<file path="config.mk">
export PLATFORM = sky130hd
export DESIGN_NAME = vend_ctrl_param
export DESIGN_NICKNAME = d
export VERILOG_FILES = /design/src/rtl/vend_ctrl_param.sv
export SDC_FILE = /design/constraint.sdc
export NUM_CORES = 1
export LEC_CHECK = 0
export CAP_MARGIN = 10
export CORE_ASPECT_RATIO = 0.6
export CORE_MARGIN = 5
export CORE_UTILIZATION = 40
export CTS_CLUSTER_SIZE = 28
export DETAILED_ROUTE_END_ITERATION = 7
export GPL_TIMING_DRIVEN = 0
export PLACE_DENSITY = 0.65
export SYNTH_ARGS = -nofsm -noshare
export SYNTH_HDL_FRONTEND = slang
export SYNTH_SLANG_ARGS = --single-unit
export TNS_END_PERCENT = 10
</file>
<file path="constraint.sdc">
create_clock -name clock -period 5.7 [get_ports clock]
set_input_delay 0.855 -clock clock [delete_from_list [all_inputs] [get_ports clock]]
set_output_delay 0.855 -clock clock [all_outputs]
set_load 0.01 [all_outputs]
</file>
<file path="src/rtl/vend_ctrl_param.sv">
// Parametrised coin-accumulating vending controller with vend strobe, change/refund handshake
// and saturating vend counter. Define VEND_CHANGE_EN to return overpayment through CHANGE.
module vend_ctrl_param #(
   parameter int PRICE    = 3,
   parameter int CREDIT_W = 4,
   parameter int CNT_W    = 8
) (
   input  logic                clock,
   input  logic                reset,
   input  logic [1:0]          coin,
   input  logic                cancel,
   input  logic                change_ready,
   output logic                vend,
   output logic                busy,
   output logic [CREDIT_W-1:0] credit,
   output logic                change_valid,
   output logic [CREDIT_W-1:0] change_amt,
   output logic [CNT_W-1:0]    vend_count
);

   typedef enum logic [1:0] {IDLE, ACCUM, VEND, CHANGE} state_t;

   localparam logic [CREDIT_W:0] PRICE_EXT = (CREDIT_W+1)'(PRICE);

   state_t              state;
   logic [CREDIT_W:0]   coin_val;
   logic [CREDIT_W:0]   sum;

   always_comb begin
      coin_val = '0;
      case (coin)
         2'b01:   coin_val = (CREDIT_W+1)'(1);
         2'b10:   coin_val = (CREDIT_W+1)'(2);
         2'b11:   coin_val = (CREDIT_W+1)'(5);
         default: coin_val = '0;
      endcase
      // One bit wider than credit so the price comparison cannot wrap
      sum = {1'b0, credit} + coin_val;
   end

`ifdef VEND_CHANGE_EN
   logic [CREDIT_W-1:0] excess;
   logic [CREDIT_W:0]   over;
   assign over = sum - PRICE_EXT;
`endif

   always_ff @(posedge clock or negedge reset) begin
      if (!reset) begin
         state        <= IDLE;
         credit       <= '0;
         change_amt   <= '0;
         vend_count   <= '0;
         vend         <= 1'b0;
         busy         <= 1'b0;
         change_valid <= 1'b0;
`ifdef VEND_CHANGE_EN
         excess       <= '0;
`endif
      end else begin
         case (state)
            IDLE, ACCUM: begin
               // Cancel has priority; a same-cycle coin is folded into the refund
               if (cancel && sum != '0) begin
                  state        <= CHANGE;
                  change_amt   <= sum[CREDIT_W-1:0];
                  credit       <= '0;
                  change_valid <= 1'b1;
                  busy         <= 1'b1;
               end else if (sum >= PRICE_EXT) begin
                  state  <= VEND;
                  credit <= '0;
                  vend   <= 1'b1;
                  busy   <= 1'b1;
                  if (vend_count != '1)
                     vend_count <= vend_count + 1'b1;
`ifdef VEND_CHANGE_EN
                  excess <= over[CREDIT_W-1:0];
`endif
               end else if (coin != 2'b00) begin
                  state  <= ACCUM;
                  credit <= sum[CREDIT_W-1:0];
               end
            end
            VEND: begin
               vend <= 1'b0;
`ifdef VEND_CHANGE_EN
               if (excess != '0) begin
                  state        <= CHANGE;
                  change_amt   <= excess;
                  change_valid <= 1'b1;
               end else begin
                  state <= IDLE;
                  busy  <= 1'b0;
               end
`else
               state <= IDLE;
               busy  <= 1'b0;
`endif
            end
            CHANGE: begin
               if (change_ready) begin
                  state        <= IDLE;
                  change_amt   <= '0;
                  change_valid <= 1'b0;
                  busy         <= 1'b0;
               end
            end
            default: state <= IDLE;
         endcase
      end
   end

endmodule
</file>
==> results of run 1 <==
sequential cells by signal (all words and copies together) (netlist names):
name	cells
busy	1
state	2
vend_count	8
credit	4
change_valid	1
vend	1
change_amt	4
worst max-delay path: stages:
cell             delay [ns]
clkdlybuf4s50_1        0.52
clkbuf_1               0.11
ha_1                   0.19
fa_1                   0.47
and3b_1                0.21
a41o_1                 0.24
nor3_4                 0.30
nand2b_4               0.22
mux2_4                 0.30
report_power, final:
| group | total (mW) | switching (mW) | internal [mW] |
|---|---|---|---|
| Clock | 0.0980 | 0.0492 | 0.0487 |
| Sequential | 0.249 | 0.0472 | 0.201 |
| Combinational | 0.316 | 0.152 | 0.164 |
| Total | 0.663 | 0.249 | 0.414 |
worst max-delay path by stage:
stage | endpoint | slack [ns] | start
after floorplan | vend_count[1]$_DFFE_PN0P_ | 2.82 | coin[0]
after global placement | vend_count[1]$_DFFE_PN0P_ | 2.19 | coin[0]
after detailed placement | vend_count[1]$_DFFE_PN0P_ | 2.17 | coin[0]
after CTS | vend_count[1]$_DFFE_PN0P_ | 2.44 | coin[0]
after global routing | vend_count[6]$_DFFE_PN0P_ | 2.31 | coin[0]
final | vend_count[1]$_DFFE_PN0P_ | 2.43 | coin[0]
synthesized netlist by cell type (all sizes together), types with 4 or more instances:
library cell	number
nand2	12
ha	4
dfrtp	21
inv	7
mux2i	4
nor3	4
nand3	4
xor2	5
nor2	9
a21oi	6
layer usage:
metal	vias to the layer above	routed length, um
met5	-	0
met1	424	1340
met2	23	1050
li1	451	-
met3	2	136
met4	0	8
cell families after synthesis:
| kind of cell | Yosys count | synth area share |
|---|---|---|
| compound gates | 18 | 0.109 |
| fa+ha+maj | 5 | 0.0609 |
| simple gates | 44 | 0.212 |
| xor+xnor | 8 | 0.0609 |
| buf+inv | 11 | 0.0435 |
| mux | 6 | 0.0576 |
| flops | 21 | 0.457 |
area by class of cell:
cell class,count,area (sq um)
well taps,34,42.5
clock inverters,1,5.00
multi-input cells,81,576
inverters,7,26.3
plain buffers,4,23.8
flip-flops and latches,21,526
repair buffers,24,240
clock buffers,3,41.3
fillers,245,1340
==> results_dict.tcl, run 1 <==
set metrics [dict create \
    maxSlewViolCount 0 \
    dp_hpwl_um 2030 \
    wl_per_cell_um 14.5 \
    cts_root_buffer "clkbuf_8" \
    syn-num-nets 124 \
    min_to "change_valid$_DFFE_PN0P_" \
    synth_cells 113 \
    cts_tree "done" \
    globalRouteOverflowTotal 0 \
    p_leak_nw 0.675 \
    remaining_drc_errors 0 \
    period_share 0.573 \
    regToRegStartpoint "credit[0]$_DFFE_PN0P_" \
    htree_levels 1 \
    whs_path_depth 1 \
    areaGrowthSynthToFinish_pct 28.6 \
    fin_area_sq_um 1480 \
    final_cell_mix "clkdlybuf4s50_1, dfrtp_1, nand2_1" \
    dp.cells 171 \
    num_io_pins 25 \
    drive_gt1_frac 0.0922 \
    fp.coreArea_sq_um 2820 \
    cts_buffer_depth 2 \
    port-buffer-count 24 \
    setup_viol 0 \
    preCtsSetupSlack_ns 2.17 \
    syn_area_per_cell_sq_um 10.2 \
    setup_ws_ns 2.43 \
    die_h_um 51.6 \
    cts_hold_buf 0 \
    synth_top_area_frac 0.457 \
    synth_top_cell_by_area "dfrtp_1" \
    path_clk_slew_ns 0.08 \
    synth_cell_types 40 \
    min_from "change_valid$_DFFE_PN0P_" \
    synth.yosys.seq_area_share 0.457 \
    numClockSinks 21 \
    drt_iter0_drc 59 \
    crit_arrival_ns 3.42 \
    hp-class "reg -> reg" \
    grt_use_met3 0.0415 \
    viasPerCell 5.14 \
    gp_congestion 0.783 \
    critPathKind "in -> reg" \
    hold_ws_ns 0.480 \
    rsz0062_at_grt "false" \
    final_cell_count_no_fill 175 \
    power_mw 0.663 \
    cap_violations 0 \
    post_cts_buffers 0 \
    ff2ff_setup_slack_ns 3.18 \
    busiest_layer "met1" \
    timing.rr.end "vend_count[1]$_DFFE_PN0P_" \
    dr.pass1.iters 4 \
    nets 153 \
    async_flop_share 1.00 \
    grt_pass1_vias 867 \
    antenna_found_initial 0 \
    routed-via-count 900 \
    grt_use_met2 0.190 \
    final_common_cell "clkdlybuf4s50_1" \
    grt_start_max_net_pins 22 \
    synth_edf_count 0 \
    cts_buffers 3 \
    cts-resized-gates 0 \
    synth-main-ff-cell "dfrtp_1" \
    clk_latency_ns 0.26 \
    cp-start-kind "input pin" \
    hold_viol 0 \
    fp.dieW_um 79.3 \
    diodes 0 \
    synth_area_leaders "dfrtp_1, ha_1, nand2_1, xor2_1, mux2i_1" \
    rr_worst_depth 7 \
    cp_max_fo 8 \
    num_rows 15 \
    placed_cell_area_sq_um 1430 \
    min_period_ns 3.27 \
    crit_required_ns 5.85 \
    max_slew_margin 0.361 \
    tns_ns 0 \
    gr-usage-all-layers 0.138 \
    die_area_sq_um 4090 \
    outcome "complete, no violations" \
    ant_nets 0 \
    yosysWarnings 0 \
    fin_worst_skew_ns 0.00154 \
    power.density_nw_per_um2 448 \
    grt_util_met1 0.210 \
    grt_pass1_wl_um 4260 \
    start_util 0.409 \
    wl_um 2530 \
    worst_pin_slew_ns 0.955 \
    syn_area_sq_um 1150 \
    crit_path_end_kind "flop" \
    ys_ff_latch 21 \
    max_freq_mhz 306 \
    peakVddDrop_mv 0.270 \
    final_util 0.526 \
]
Note: power is estimated with default switching activity, not from simulation.
==> run 2, diff against run 1 <==
Clock period 5.7 ns to 3.32 ns, I/O delays scaled along.
==> results of run 2 <==
The final DEF is identical to that of run 1. Status: complete, no violations.
Main changes from that run: setup slack after placement 2.17 ns -> 0.149 ns; setup slack after layout 2.43 ns -> 0.410 ns; register-to-register setup slack 3.18 ns -> 0.80 ns; total power 0.663 mW -> 1.14 mW; worst IR drop on VDD 0.270 mV -> 0.464 mV
